File: src/rtl/serial_adder_pkg.sv
// Shared types and helpers for the bit-serial adder.
// State encoding and bit-counter sizing live here so the top and bench agree.
package serial_adder_pkg;

    typedef enum logic [1:0] {
        ST_IDLE  = 2'd0,
        ST_SHIFT = 2'd1,
        ST_DONE  = 2'd2
    } state_t;

    // Counter must index WIDTH bit positions; never narrower than one bit.
    function automatic int cnt_width(input int width);
        return (width <= 2) ? 1 : $clog2(width);
    endfunction

endpackage

File: src/rtl/serial_adder_fa_cell.sv
// 1-bit half-adder cell and the full-adder cell built from two of them plus an OR.
// Purely combinational; the serial adder uses one fa_cell per clock for the current bit.
module ha_cell (
    input  logic a,
    input  logic b,
    output logic s,
    output logic c
);
    assign s = a ^ b;
    assign c = a & b;
endmodule

module fa_cell (
    input  logic a,
    input  logic b,
    input  logic ci,
    output logic s,
    output logic co
);
    logic s0;
    logic c0;
    logic c1;

    ha_cell u_ha0 (.a(a),  .b(b),  .s(s0), .c(c0));
    ha_cell u_ha1 (.a(s0), .b(ci), .s(s),  .c(c1));

    assign co = c0 | c1;
endmodule

File: src/rtl/serial_adder.sv
// Bit-serial ripple adder: one sum bit per clock, LSB first, carry held in a register.
// Optional signed-overflow output is enabled with `define SERIAL_ADDER_OVF_EN.
//
// state    | meaning
// ---------+----------------------------------------------
// ST_IDLE  | waiting for start; sum/cout hold last result
// ST_SHIFT | one bit added per edge, WIDTH edges in total
// ST_DONE  | one-cycle done pulse, then back to ST_IDLE
module serial_adder
    import serial_adder_pkg::*;
#(
    parameter int WIDTH = 8
) (
    input  logic             clk,
    input  logic             rst,
    input  logic             start,
    input  logic [WIDTH-1:0] a,
    input  logic [WIDTH-1:0] b,
    input  logic             cin,
    output logic             busy,
    output logic             done,
    output logic [WIDTH-1:0] sum,
    output logic             cout
`ifdef SERIAL_ADDER_OVF_EN
    ,
    output logic             ovf
`endif
);

    localparam int CW = cnt_width(WIDTH);
    localparam logic [CW-1:0] CNT_LAST = CW'(WIDTH - 1);

    state_t           state_q, state_d;
    logic [WIDTH-1:0] op_a_q, op_a_d;
    logic [WIDTH-1:0] op_b_q, op_b_d;
    logic [WIDTH-1:0] sum_q, sum_d;
    logic [CW-1:0]    cnt_q, cnt_d;
    logic             carry_q, carry_d;
    logic             cout_q, cout_d;
`ifdef SERIAL_ADDER_OVF_EN
    logic             ovf_q, ovf_d;
`endif

    logic bit_s;
    logic bit_c;

    fa_cell u_fa (
        .a  (op_a_q[0]),
        .b  (op_b_q[0]),
        .ci (carry_q),
        .s  (bit_s),
        .co (bit_c)
    );

    always_ff @(posedge clk or posedge rst) begin
        if (rst) begin
            state_q <= ST_IDLE;
            op_a_q  <= '0;
            op_b_q  <= '0;
            sum_q   <= '0;
            cnt_q   <= '0;
            carry_q <= 1'b0;
            cout_q  <= 1'b0;
`ifdef SERIAL_ADDER_OVF_EN
            ovf_q   <= 1'b0;
`endif
        end else begin
            state_q <= state_d;
            op_a_q  <= op_a_d;
            op_b_q  <= op_b_d;
            sum_q   <= sum_d;
            cnt_q   <= cnt_d;
            carry_q <= carry_d;
            cout_q  <= cout_d;
`ifdef SERIAL_ADDER_OVF_EN
            ovf_q   <= ovf_d;
`endif
        end
    end

    always_comb begin
        state_d = state_q;
        op_a_d  = op_a_q;
        op_b_d  = op_b_q;
        sum_d   = sum_q;
        cnt_d   = cnt_q;
        carry_d = carry_q;
        cout_d  = cout_q;
`ifdef SERIAL_ADDER_OVF_EN
        ovf_d   = ovf_q;
`endif

        case (state_q)
            ST_IDLE: begin
                if (start) begin
                    op_a_d  = a;
                    op_b_d  = b;
                    carry_d = cin;
                    cnt_d   = '0;
                    sum_d   = '0;
                    state_d = ST_SHIFT;
                end
            end
            ST_SHIFT: begin
                sum_d   = {bit_s, sum_q[WIDTH-1:1]};
                carry_d = bit_c;
                op_a_d  = op_a_q >> 1;
                op_b_d  = op_b_q >> 1;
                cnt_d   = cnt_q + CW'(1);
                if (cnt_q == CNT_LAST) begin
                    cout_d  = bit_c;
`ifdef SERIAL_ADDER_OVF_EN
                    // carry_q is the carry into the MSB on this final edge
                    ovf_d   = carry_q ^ bit_c;
`endif
                    state_d = ST_DONE;
                end
            end
            ST_DONE: begin
                state_d = ST_IDLE;
            end
            default: begin
                state_d = ST_IDLE;
            end
        endcase
    end

    assign busy = (state_q == ST_SHIFT);
    assign done = (state_q == ST_DONE);
    assign sum  = sum_q;
    assign cout = cout_q;
`ifdef SERIAL_ADDER_OVF_EN
    assign ovf  = ovf_q;
`endif

endmodule
File: config.mk
export PLATFORM = sky130hd
export DESIGN_NAME = serial_adder
export DESIGN_NICKNAME = d
export VERILOG_FILES = /design/src/rtl/serial_adder_pkg.sv /design/src/rtl/serial_adder_fa_cell.sv /design/src/rtl/serial_adder.sv
export SDC_FILE = /design/constraint.sdc
export NUM_CORES = 1
export LEC_CHECK = 0
export ABC_AREA = 1
export CAP_MARGIN = 20
export CORE_MARGIN = 4
export CORE_UTILIZATION = 41
export DETAILED_ROUTE_END_ITERATION = 8
export DONT_BUFFER_PORTS = 1
export HOLD_SLACK_MARGIN = 0.15
export PLACE_DENSITY = 0.57
export SETUP_SLACK_MARGIN = 0.4
export SKIP_CTS_REPAIR_TIMING = 1
export SLEW_MARGIN = 20
export SYNTH_ARGS = -nofsm -noshare
export SYNTH_HDL_FRONTEND = slang
export SYNTH_SLANG_ARGS = --single-unit
File: constraint.sdc
create_clock -name clk -period 1.35 [get_ports clk]
set_input_delay 0.135 -clock clk [delete_from_list [all_inputs] [get_ports clk]]
set_output_delay 0.135 -clock clk [all_outputs]
set_load 0.1 [all_outputs]
Word level (Yosys, flattened, before mapping)
Index checks and enable logic that the tools add are counted.
{"block": "totals", "regBits": 31, "out_inout_bits": 11, "in_bits": 20, "wordCells": 36}
{"block": "op_classes", "add_sub_neg": 1, "eq_ne": 5, "n_mux": 13, "n_bitwise": 5, "reduce_logical": 5}
{"operator": "case mux 8 bit (2 select lines)", "n": 3}
{"operator": "two-way mux 8 bit", "n": 3}
{"operator": "case mux 3 bit (2 select lines)", "n": 1}
{"operator": "AND reduction 2 bit", "n": 3}
{"operator": "two-way mux 2 bit", "n": 2}
{"operator": "case mux 2 bit (2 select lines)", "n": 1}
{"operator": "adder 3 x 1 -> 3 bit (second input constant)", "n": 1}
{"operator": "== test 3 bit (second input constant)", "n": 1}
{"operator": "two-way mux 3 bit", "n": 1}
{"operator": "AND 1 bit", "n": 2}
{"operator": "== test 2 x 1 -> 1 bit (second input constant)", "n": 1}
{"operator": "== test 2 bit (second input constant)", "n": 1}
{"operator": "zero test 2 bit", "n": 1}
{"operator": "inequality test 2 x 1 -> 1 bit (second input constant)", "n": 1}
{"operator": "inequality test 2 bit (second input constant)", "n": 1}
{"operator": "case mux 1 bit (2 select lines)", "n": 1}
{"operator": "nonzero test 2 bit", "n": 1}
{"operator": "bitwise XOR 1 bit", "n": 2}
{"operator": "two-way mux 1 bit", "n": 1}
{"operator": "OR 1 bit", "n": 1}

Longest topological paths before layout
{"block": "logic_depth", "word_depth": 4, "ltp_mapped": 6, "mapped_depth_nobuf": 6}

By module
A second synthesis with hierarchy kept.
{"block": "unflattened", "hier_cells": 198, "area_unflattened_um2": 1605.3}
{"module": "serial_adder", "cells_each": 193, "area_per_inst_um2": 1569.0, "seq_area_each_um2": 775.7, "n_inst": 1}
{"module": "ha_cell", "cells_each": 1, "area_per_inst_um2": 12.5, "seq_area_each_um2": 0.0, "n_inst": 2}
{"module": "fa_cell", "cells_each": 3, "area_per_inst_um2": 11.3, "seq_area_each_um2": 0.0, "n_inst": 1}

Worst setup path before layout
Ideal clock, no wire load.
{"block": "synth_timing", "path_kind": "register to output", "start": "reg state_q[0]", "end": "out done", "path_buffers": 2, "t_required_ns": 1.215, "path_slack_ns": -0.761, "arrival_time_ns": 1.976, "path_stages_with_launch": 4, "cell_sequence": "dfrtp_1 > buf_2 > buf_2 > nor2_1"}
{"block": "synth_via", "elab_chain_len": 1}
{"item": "start, declared", "line_no": "serial_adder.sv:33", "text": "state_t state_q, state_d;"}
{"item": "start signal, assigned", "line_no": "serial_adder.sv:68", "text": "state_q <= state_d;"}
{"item": "== test 2 bit", "line_no": "serial_adder.sv:129", "text": "assign done = (state_q == ST_DONE);"}
{"item": "end, declared", "line_no": "serial_adder.sv:21", "text": "output logic done,"}
Every way passes these cells.

Worst setup path in the final report
Same ends and word-level chain as after synthesis.

==> metrics.cfg <==
[synth]
synthXorXnorAreaFrac = 0
synthAdderAreaFrac = 0.02983
ys.flop_type = dfrtp_1
synth_mux_area_frac = 0
synth_area_leaders = dfrtp_1 (51%), nand2_1 (16%), nand3_1 (9.6%)
synth_top_family_by_area = simple AND/OR/NAND/NOR gates
synth_compound_area_frac = 0.04640
ys_ff_latch = 31
yosys_warnings = 0
synth-edff-count = 0
synth_area_mm2 = 0.001510
synthDominantCellAreaShare = 0.5137
yosys.area.top_type = dfrtp_1
syn_inst = 196
yosys.area_share.simple = 0.2858
syn_nets = 219
synth.distinct_cells = 17
ys_seq_area_frac = 0.5137
synth_common_cells = nand2_1 (66), inv_1 (37), dfrtp_1 (31)
yosys.cell_count.top_type = nand2_1
async_flop_share = 1.000
syn_avg_cell_area_um2 = 7.705

[power]
clock_power_share = 0.126
power_frac_seq = 0.282
total_power_w = 0.006390
swShare = 0.4628
p_switching_w = 0.002957
max-vdd-ir-drop_mv = 1.070
pwr-share-comb = 0.592
internal-power_w = 0.003433
p_leak_nw = 1.218
p_per_area_mw_per_mm2 = 2695

[placement]
placed_area_mm2 = 0.001712
port-buffer-count = 0
gp_congestion = 0.7611
hpwl_um = 2243
dp.cells = 250

[global_route]
grt_pass1_vias = 1166
grt_pass1_wl_um = 5478
antenna_found_initial = 0
overflow = 0
grt_max_degree = 32
grt_usage = 0.1606

[setup_path]
worstPathArrival_ns = 1.20
cp_max_fo = 17
r2r_slack_ns = 0.11
worstSetupStartpoint = state_q[0]
end_kind = output port
r2r_start = state_q[1]
worstSetupPathType = flop to output port
critPathLaunchType = flop
ff2ff_path_depth = 7
crit_required_ns = 1.22
endpoint = done
r2r-end = cout

[cts]
path_clk_slew_ns = 0.06
cts_max_level = 2
cts_tree = built
clock-sinks = 31
clkLatencyLatePin_ns = 0.28
cts_root_buffer = clkbuf_8
cts_inserted_buffers = 5
clk_path_buf_depth = 2

[route]
drt-wirelength-per-cell_um = 13.99
wirelength_um = 4184
post_drt_via_cell_ratio = 4.796
via_count = 1434
first_pass_iters = 4
ant_nets = 0
drt_iter0_drc = 69
drc = 0

[die]
coreArea_mm2 = 0.003442
rows = 21
die_height_um = 68.69
initial_core_util = 0.4387
die_width_um = 68.69
ios = 31
die-area_mm2 = 0.004718

[timing]
tightest_slew_ns = 0.3985
hold_violations = 0
slew-limit-headroom = 0.7343
skew_ns = 0.003855
setup_viol = 0
hold_slack_ns = 0.2123
rsz0062_at_grt = yes
period_share = 0.9906
finalCriticalPeriod_ns = 1.337
final-max-slew-violation-count = 0
fmax_ghz = 0.7478

[final_layout]
finish.utilization = 0.6888
instances_no_fill = 299
syn_to_final_growth_pct = 57.00
drive_above_1_share = 0.2688
num-nets-final = 275
multi_input_area_um2 = 621.8
postLayoutCellArea_mm2 = 0.002371
antenna_cells = 0
nFillCells = 266
seq_area_um2 = 790.8

[status]
status = complete, no violations

[run]
drv_cap = 0

[hold_path]
min_path_type = input pin to flop

==> final cells by class <==
cell class              instances  area share
inverters                      38     0.06227
multi-input cells             120      0.2623
repair buffers                 56      0.2755
clock buffers                   8     0.04222
flip-flops and latches         31      0.3335
well taps                      46     0.02427
==> through the flow <==
stage | worst slack (ns) | setup TNS [ns]
final | 0.01267 | 0
after global routing | -0.03305 | -0.03305
after CTS | -0.08459 | -0.1328
after detailed placement | 0.08097 | 0
after global placement | 0.1154 | 0
after floorplan | -0.04439 | -0.06362
==> flip-flops by register name, summed over array words and instances (netlist names) <==
signal   cells
op_a_q       8
op_b_q       8
sum          8
cnt_q        3
state_q      2
carry_q      1
cout         1
==> worst min-delay path by stage <==
stage           from         to  slack (ns)  cells after the start
2_1_floorplan    rst    carry_q        0.24                      1
3_3_place_gp     rst  op_a_q[6]        0.13                      2
3_5_place_dp     rst  op_a_q[6]        0.13                      2
4_1_cts          rst  op_a_q[4]       -0.17                      2
5_1_grt        start  op_b_q[2]        0.21                      4
6_report       start     sum[0]        0.21                      4
==> layout by cell type (no fill, tap or decap), drive strengths merged <==
master | netlist | layout
nand2 | 67 | 69
inv | 38 | 38
buf | 9 | 36
dfrtp | 31 | 31
nand3 | 29 | 29
dlygate4sd3 | 0 | 19
o21ai | 11 | 11
clkbuf | 0 | 9
nor2 | 5 | 5
ha | 2 | 2
nand4 | 1 | 1
o22ai | 1 | 1
a21oi | 1 | 1
fa | 1 | 1
==> metal layers <==
metal | vias to the layer above | routed length [µm] | track usage
met5 | - | 0 | 0
met4 | 0 | 32 | 0.05839
met3 | 4 | 209 | 0.05835
met2 | 46 | 2124 | 0.2539
met1 | 678 | 1818 | 0.2014
li1 | 706 | - | -
==> cell families after synthesis <==
kind of cell / Yosys count
buffers and inverters: 47
and+or+nand+nor: 102
DFF: 31
adders and majority gates: 3
AOI/OAI and AO/OA: 13
==> critical path, stage by stage, from the launching register on <==
cell and delay, ns:
dfrtp_2 0.47, buf_12 0.17, nor2_4 0.10, buf_12 0.18
==> power groups by stage <==
stage,combinational [W],sequential [W],clock (W)
after floorplan,0.00155,0.00241,0
after global placement,0.00276,0.00173,0
after detailed placement,0.00279,0.00174,0
after CTS,0.00279,0.00173,0.000820
after global routing,0.00409,0.00185,0.000879
final,0.00378,0.00180,0.000805
Power figures use the tool's default switching activity.
